$ cat config.mk
export PLATFORM = sky130hd
export DESIGN_NAME = avalon_line_burst_master
export DESIGN_NICKNAME = d
export VERILOG_FILES = /design/src/rtl/avalon_line_burst_master.sv
export SDC_FILE = /design/constraint.sdc
export NUM_CORES = 1
export LEC_CHECK = 0
export CAP_MARGIN = 20
export CORE_UTILIZATION = 37
export DETAILED_ROUTE_END_ITERATION = 8
export PLACE_DENSITY_LB_ADDON = 0.25
export REMOVE_ABC_BUFFERS = 1
export SETUP_SLACK_MARGIN = 0.3
export SKIP_LAST_GASP = 1
export SYNTH_ARGS = -nofsm -noshare
export SYNTH_HDL_FRONTEND = slang
export SYNTH_SLANG_ARGS = --single-unit
$ cat constraint.sdc
create_clock -name clk -period 2.4 [get_ports clk]
set_input_delay 0.36 -clock clk [delete_from_list [all_inputs] [get_ports clk]]
set_output_delay 0.36 -clock clk [all_outputs]
set_load 0.02 [all_outputs]
$ cat src/rtl/avalon_line_burst_master.sv
// avalon_line_burst_master: moves one cache line per request as a single Avalon burst (refill or writeback).
// Optional watchdog abort enabled by defining AVALON_BURST_TIMEOUT_EN.
module avalon_line_burst_master #(
  parameter int ADDR_W         = 32,
  parameter int DATA_W         = 32,
  parameter int BURST_LEN      = 8,
  parameter int TIMEOUT_CYCLES = 1024
) (
  input  logic                clk,
  input  logic                rst,
  input  logic                req_valid,
  output logic                req_ready,
  input  logic                req_write,
  input  logic [ADDR_W-1:0]   req_addr,
  output logic [7:0]          wr_idx,
  input  logic [DATA_W-1:0]   wr_data,
  output logic [DATA_W-1:0]   rd_data,
  output logic                rd_valid,
  output logic [7:0]          rd_idx,
  output logic                done,
  output logic                err,
  output logic [ADDR_W-1:0]   av_address,
  output logic [DATA_W/8-1:0] av_byteEnable,
  output logic                av_read,
  output logic                av_write,
  output logic [DATA_W-1:0]   av_writeData,
  output logic                av_beginBurstTransfer,
  output logic [7:0]          av_burstCount,
  input  logic                av_waitRequest,
  input  logic [DATA_W-1:0]   av_readData,
  input  logic                av_readDataValid
);
  localparam int OFF_W = $clog2(BURST_LEN * DATA_W / 8);
  localparam logic [ADDR_W-1:0] OFF_MASK = ADDR_W'((64'd1 << OFF_W) - 64'd1);
  localparam logic [7:0] BLEN8 = 8'(BURST_LEN);
  localparam logic [7:0] LAST = 8'(BURST_LEN - 1);

  typedef enum logic [2:0] {IDLE, RD_CMD, RD_DATA, WR_BURST, DONE} state_t;

  state_t              state_q, state_d;
  logic [ADDR_W-1:0]   addr_q;
  logic [7:0]          beat_q;
  logic                first_q;
  logic [DATA_W-1:0]   rd_data_q;
  logic                rd_valid_q;
  logic [7:0]          rd_idx_q;
  logic                accept, cmd_ok, wr_ok, rd_beat, wr_last, rd_last, timeout;

  assign accept  = req_valid && state_q == IDLE;
  assign cmd_ok  = state_q == RD_CMD && !av_waitRequest;
  assign wr_ok   = state_q == WR_BURST && !av_waitRequest;
  assign wr_last = wr_ok && beat_q == LAST;
  // Beats past the line length are dropped so the index never exceeds BURST_LEN-1.
  assign rd_beat = (state_q == RD_CMD || state_q == RD_DATA) && av_readDataValid && beat_q != BLEN8;
  // Leave RD_DATA only once the last beat has been presented on rd_*.
  assign rd_last = state_q == RD_DATA && rd_valid_q && rd_idx_q == LAST;

  always_ff @(posedge clk)
    state_q <= rst ? IDLE : state_d;

  always_comb begin
    state_d = state_q;
    case (state_q)
      IDLE:     if (req_valid) state_d = req_write ? WR_BURST : RD_CMD;
      RD_CMD:   if (cmd_ok) state_d = RD_DATA;
      RD_DATA:  if (rd_last) state_d = DONE;
      WR_BURST: if (wr_last) state_d = DONE;
      default:  state_d = IDLE;
    endcase
    if (timeout) state_d = DONE;
  end

  always_comb begin
    req_ready             = state_q == IDLE;
    done                  = state_q == DONE;
    av_read               = state_q == RD_CMD;
    av_write              = state_q == WR_BURST;
    av_address            = (av_read || av_write) ? addr_q : '0;
    av_burstCount         = (av_read || av_write) ? BLEN8 : '0;
    av_byteEnable         = (av_read || av_write) ? '1 : '0;
    av_beginBurstTransfer = (av_read && first_q) || (av_write && beat_q == 8'd0);
    wr_idx                = av_write ? beat_q : '0;
    av_writeData          = av_write ? wr_data : '0;
    rd_data               = rd_data_q;
    rd_valid              = rd_valid_q;
    rd_idx                = rd_idx_q;
  end

  always_ff @(posedge clk) begin
    if (rst) begin
      addr_q     <= '0;
      beat_q     <= '0;
      first_q    <= 1'b0;
      rd_data_q  <= '0;
      rd_valid_q <= 1'b0;
      rd_idx_q   <= '0;
    end else begin
      if (accept) addr_q <= req_addr & ~OFF_MASK;
      beat_q     <= accept ? 8'd0 : (wr_ok || rd_beat) ? beat_q + 8'd1 : beat_q;
      first_q    <= state_d == RD_CMD && state_q != RD_CMD;
      rd_valid_q <= rd_beat;
      if (rd_beat) rd_data_q <= av_readData;
      if (rd_beat) rd_idx_q <= beat_q;
    end
  end

`ifdef AVALON_BURST_TIMEOUT_EN
  localparam int WDOG_W = $clog2(TIMEOUT_CYCLES + 1);
  logic [WDOG_W-1:0] wdog_q;
  logic              err_q, active, progress;

  assign active   = state_q == RD_CMD || state_q == RD_DATA || state_q == WR_BURST;
  assign progress = cmd_ok || wr_ok || rd_beat;
  assign timeout  = active && !progress && wdog_q == WDOG_W'(TIMEOUT_CYCLES - 1);
  assign err      = err_q;

  always_ff @(posedge clk) begin
    if (rst) begin
      wdog_q <= '0;
      err_q  <= 1'b0;
    end else begin
      wdog_q <= (accept || timeout || progress || !active) ? '0 : wdog_q + 1'b1;
      err_q  <= accept ? 1'b0 : timeout ? 1'b1 : err_q;
    end
  end
`else
  assign timeout = 1'b0;
  assign err     = 1'b0;
`endif
endmodule

; Word level (Yosys, flattened, before mapping)
; Cells that the tools add are included.
[totals]
ff_bits = 80
input_bits = 102
out_inout_bits = 131
elab_cells = 47
[classes]
addsub = 1
n_eq_ne = 9
n_mux = 11
reduce_logical = 19
[op_table]
columns = operator, count
row1 = 2-to-1 mux 32 bit, 2
row2 = equality test 8 x 3 -> 1 bit (second input constant), 2
row3 = 2-to-1 mux 3 bit, 4
row4 = one-hot mux 3 bit (4 select lines), 1
row5 = logical AND 1 bit, 11
row6 = adder 8 x 1 -> 8 bit (second input constant), 1
row7 = zero test 8 bit, 1
row8 = 2-to-1 mux 4 bit, 2
row9 = 2-to-1 mux 8 bit, 1
row10 = != test 8 x 4 -> 1 bit (second input constant), 1
row11 = equality test 3 x 1 -> 1 bit (second input constant), 2
row12 = equality test 3 x 2 -> 1 bit (second input constant), 2
row13 = logical OR 1 bit, 4
row14 = equality test 3 bit (second input constant), 1
row15 = zero test 3 bit, 1
row16 = != test 3 x 1 -> 1 bit (second input constant), 1
row17 = 2-to-1 mux 2 bit, 1
row18 = OR reduction 2 bit, 1
row19 = zero test 1 bit, 1

; Depth between registers and ports, before layout
; Gate-level depths: netlist (run 1).
[logic_depth]
ltp_word = 7
ltp_mapped = 8
mapped_depth_nobuf = 7

; Least setup slack after synthesis (run 1)
; Ideal clock, no wire load.
[synth_path]
path_type = flip-flop to output port
start = register state_q[1]
end = output port av_beginBurstTransfer
arrival_ns = 1.626
required_time_ns = 2.040
path_slack_ns = 0.414
stages_incl_launch_ff = 5
n_path_buf = 2
path_cell_list = dfxtp_1 > buf_2 > clkbuf_1 > nor3_1 > a22o_1
[synth_via]
elab_chain_len = 3
elab_cells_between_ends = 5
cone_classes = 2 x eq/ne / 3 x reduce/logical
[synth_lines]
columns = item, line
row1 = start: declaration, 40  ; state_t state_q, state_d;
row2 = start signal: assignment, 59  ; state_q <= rst ? IDLE : state_d;
row3 = equality test 3 x 1 -> 1 bit, 76  ; av_read = state_q == RD_CMD;
row4 = via av_read, 24  ; output logic av_read,
row5 = logical AND 1 bit, 81  ; av_beginBurstTransfer = (av_read && first_q) || (av_write && beat_q == 8'd0);
row6 = logical OR 1 bit, 81
row7 = end: declaration, 27  ; output logic av_beginBurstTransfer,
; The timed path passes the listed nets, and every way through them passes these cells.

; Worst setup path in the final report (run 1)
[layout_path]
start = register beat_q[4]
end = output port av_beginBurstTransfer
[layout_via]
elab_chain_len = 3
[layout_lines]
columns = item, line
row1 = start: declaration, 42  ; logic [7:0] beat_q;
row2 = start signal: assignment, 99  ; beat_q <= accept ? 8'd0 : (wr_ok || rd_beat) ? beat_q + 8'd1 : beat_q;
row3 = zero test 8 bit, 81
row4 = logical AND 1 bit, 81
row5 = logical OR 1 bit, 81
; Every way passes these cells.

==> results of run 1 <==
## layout make-up
class                   count  share of cell area
clock buffers              10              0.0239
clock inverters             5              0.0100
inverters                   6             0.00391
multi-input cells         362               0.320
flip-flops and latches     80               0.279
well taps                 129              0.0280
repair buffers            228               0.336
## worst max-delay path by stage
stage                from                     to  slack [ns]  cells after the start
2_1_floorplan  state_q[0]        av_writeData[0]       -1.64                      3
6_report        beat_q[4]  av_beginBurstTransfer        0.25                      4
3_5_place_dp    beat_q[5]  av_beginBurstTransfer        0.11                      4
4_1_cts         beat_q[5]  av_beginBurstTransfer        0.08                      4
5_1_grt         beat_q[5]  av_beginBurstTransfer        0.17                      4
3_3_place_gp    beat_q[5]  av_beginBurstTransfer        0.13                      4
## cells in the mapped netlist (2+ instances only)
master    instances
nand2_1         143
dfxtp_1          80
a21oi_1          73
and3_1           42
clkbuf_1         35
and2_1           28
buf_4            17
nor2_1           12
nor3_1            8
inv_1             6
o21ai_0           5
nand3_1           4
or3_1             4
nand3b_1          3
buf_2             2
ha_1              2
nor4b_1           2
nor4bb_1          2
o21a_1            2
## through the flow
stage	instances	power (W)	instance area, µm²	utilization
after floorplan	448	0.00193	3430	-
after global placement	803	0.00242	5850	0.621
after detailed placement	803	0.00243	5850	0.621
after CTS	818	0.00338	5960	0.633
after global routing	820	0.00354	5760	0.611
final	820	0.00336	5760	0.611
## routing by layer
metal  routed length, µm  vias to the layer above  track usage
met5                   0                        -            0
met4                  99                        0       0.0546
met3                 910                        8       0.0600
met2                5130                      159        0.345
met1                4970                     1711        0.272
li1                    -                     1979            -
## sequential cells by signal, indices dropped and copies added, names as in the netlist
| signal | cells |
|---|---|
| beat_q | 8 |
| rd_data | 32 |
| first_q | 1 |
| addr_q | 27 |
| rd_idx | 8 |
| state_q | 3 |
| rd_valid | 1 |
## worst max-delay path, cell delays in order, from the launching register on
cell     delay [ns]
dfxtp_1        0.32
or4_4          0.57
nor3b_4        0.24
a22o_1         0.15
buf_2          0.16
## power by group
part           total (W)  internal (W)  switching [W]
Combinational   0.000904      0.000405       0.000499
Sequential       0.00147       0.00142      0.0000517
Clock           0.000980      0.000502       0.000478
Total            0.00336       0.00233        0.00103
## kinds of logic (layout without fill, tap and decap cells)
kind of cell | Yosys count | in the layout
compound gates | 87 | 87
xor+xnor | 2 | 2
fa+ha+maj | 2 | 2
buf+inv | 60 | 249
flops | 80 | 80
mux | 1 | 1
other cells | 1 | 13
simple gates | 257 | 257
## placed cells by master (no fill, tap or decap), types with 4 or more instances in the layout
cell / Yosys / final
nand2_1: 143 / 142
clkdlybuf4s50_1: 0 / 136
dfxtp_1: 80 / 78
a21oi_1: 73 / 73
clkbuf_2: 0 / 66
and3_1: 42 / 42
and2_1: 28 / 28
conb_1: 1 / 13
buf_4: 17 / 11
nor2_1: 12 / 10
clkbuf_8: 0 / 10
dlygate4sd2_1: 0 / 7
inv_1: 6 / 6
nor3_1: 8 / 6
o21ai_0: 5 / 5
nand3_1: 4 / 4
or3_1: 4 / 4
## timing repair
item                                    CTS  global route
hold buffers                              0             0
gates cloned                              0             1
hold endpoints to repair                  0             0
endpoints found under the setup margin   77           100
buffers inserted                          0             1
gates resized for setup                  81           141
pin swaps                                 0             2
==> results_dict.tcl, run 1 <==
set metrics [dict create \
    cts_tree "yes" \
    clock-sinks 80 \
    first_pass_iters 4 \
    synth_ff_type "dfxtp_1" \
    routed_wl_mm 11.1 \
    die_h_um 101 \
    yosys_warnings 0 \
    critPathCaptureType "primary output" \
    grt_pass1_wl_mm 17.3 \
    grt_pass1_vias 3516 \
    yosysSeqAreaShare 0.439 \
    p_leak_nw 2.48 \
    timing.hold.ws_ns 0.453 \
    worstPathRequired_ns 2.04 \
    area_growth_pct 57.7 \
    drt.antenna.violating_nets 0 \
    seqCellArea_um2 1600 \
    vias_per_cell 4.70 \
    synth_edf_count 0 \
    finalSetupTns_ns 0 \
    grt_usage 0.210 \
    rrSetupSlack_ns 0.42 \
    cts_made_buffers 9 \
    critPathMaxFanout 4 \
    fin_crit_sh 0.895 \
    synth.largest_area_cell "dfxtp_1" \
    grt_max_degree 56 \
    synth_top_family_by_area "simple AND/OR/NAND/NOR gates" \
    wl_per_cell_um 13.5 \
    hold_viol 0 \
    synthXorXnorAreaFrac 0.00480 \
    drt-initial-drc-count 142 \
    slew_viol_final 0 \
    synth_seq_cells 80 \
    critical_path_arrival_ns 1.79 \
    yosysUniqueCellTypes 39 \
    via_count 3857 \
    max_slew_margin 0.550 \
    power.density_nw_per_um2 583 \
    status "complete, no violations" \
    htreeDepth 3 \
    antenna_found_initial 0 \
    hp-class "register to register" \
    clk_latency_ns 0.34 \
    gp_congestion 0.917 \
    setup_viol 0 \
    start_kind "register" \
    path_class "register to primary output" \
    die_w_um 101 \
    hold_end "addr_q[12]" \
    hp-start "addr_q[12]" \
    rr_startpoint "beat_q[0]" \
    synth_top_cell_area_share 0.439 \
    portBuffers 214 \
    tightest_slew_ns 0.669 \
    r2r-end "beat_q[6]" \
    setup_ws_ns 0.252 \
    clk_pin_slew_worst_paths_ns 0.10 \
    dpl.hpwl_mm 8.03 \
    cts_buffer_depth 2 \
    drive_gt1_frac 0.161 \
    synth_compound_area_frac 0.126 \
    place_ws_ns 0.111 \
    syn-cell-area_um2 3650 \
    drc 0 \
    dieArea_um2 10300 \
    rows 35 \
    async_reset_ff_frac 0 \
    grt-ovfl-total 0 \
    avgSynthCellArea_um2 7.45 \
    finClkSkew_ns 0.0179 \
    hold_path_depth 2 \
    n_antenna_cell 0 \
    synthAdderAreaFrac 0.00685 \
    syn_inst 490 \
    layout.nets 791 \
    r2r_cells 6 \
    muxShareOfSynthArea 0.00274 \
    synthTopCellsByArea "dfxtp_1 44%, nand2_1 15%, a21oi_1 10%, and3_1 7.2%, and2_1 4.8%" \
    initial_core_util 0.388 \
    yosys.area_share.simple 0.340 \
    coreArea_um2 9420 \
    n_fill_cell 865 \
    max_freq_mhz 466 \
    pin_count 233 \
    peakVddDrop_v 0.000401 \
    rsz0062_at_grt "yes" \
    maxCapViolCount 0 \
    multiInputGateArea_um2 1840 \
    period_needed_ns 2.15 \
    cts-root-buf "clkbuf_8" \
]
Note: power is estimated with default switching activity, not from simulation.
==> run 2: changes to the inputs <==
--- a/config.mk
+++ b/config.mk
@@ -7,6 +7,7 @@
 export LEC_CHECK = 0
 export CAP_MARGIN = 20
 export CORE_UTILIZATION = 37
+export CTS_BUF_LIST = sky130_fd_sc_hd__clkbuf_4 sky130_fd_sc_hd__clkbuf_8 sky130_fd_sc_hd__clkbuf_16
 export DETAILED_ROUTE_END_ITERATION = 8
 export PLACE_DENSITY_LB_ADDON = 0.25
 export REMOVE_ABC_BUFFERS = 1
==> results of run 2 <==
The final DEF is identical to that of run 1; final timing and power are the same.
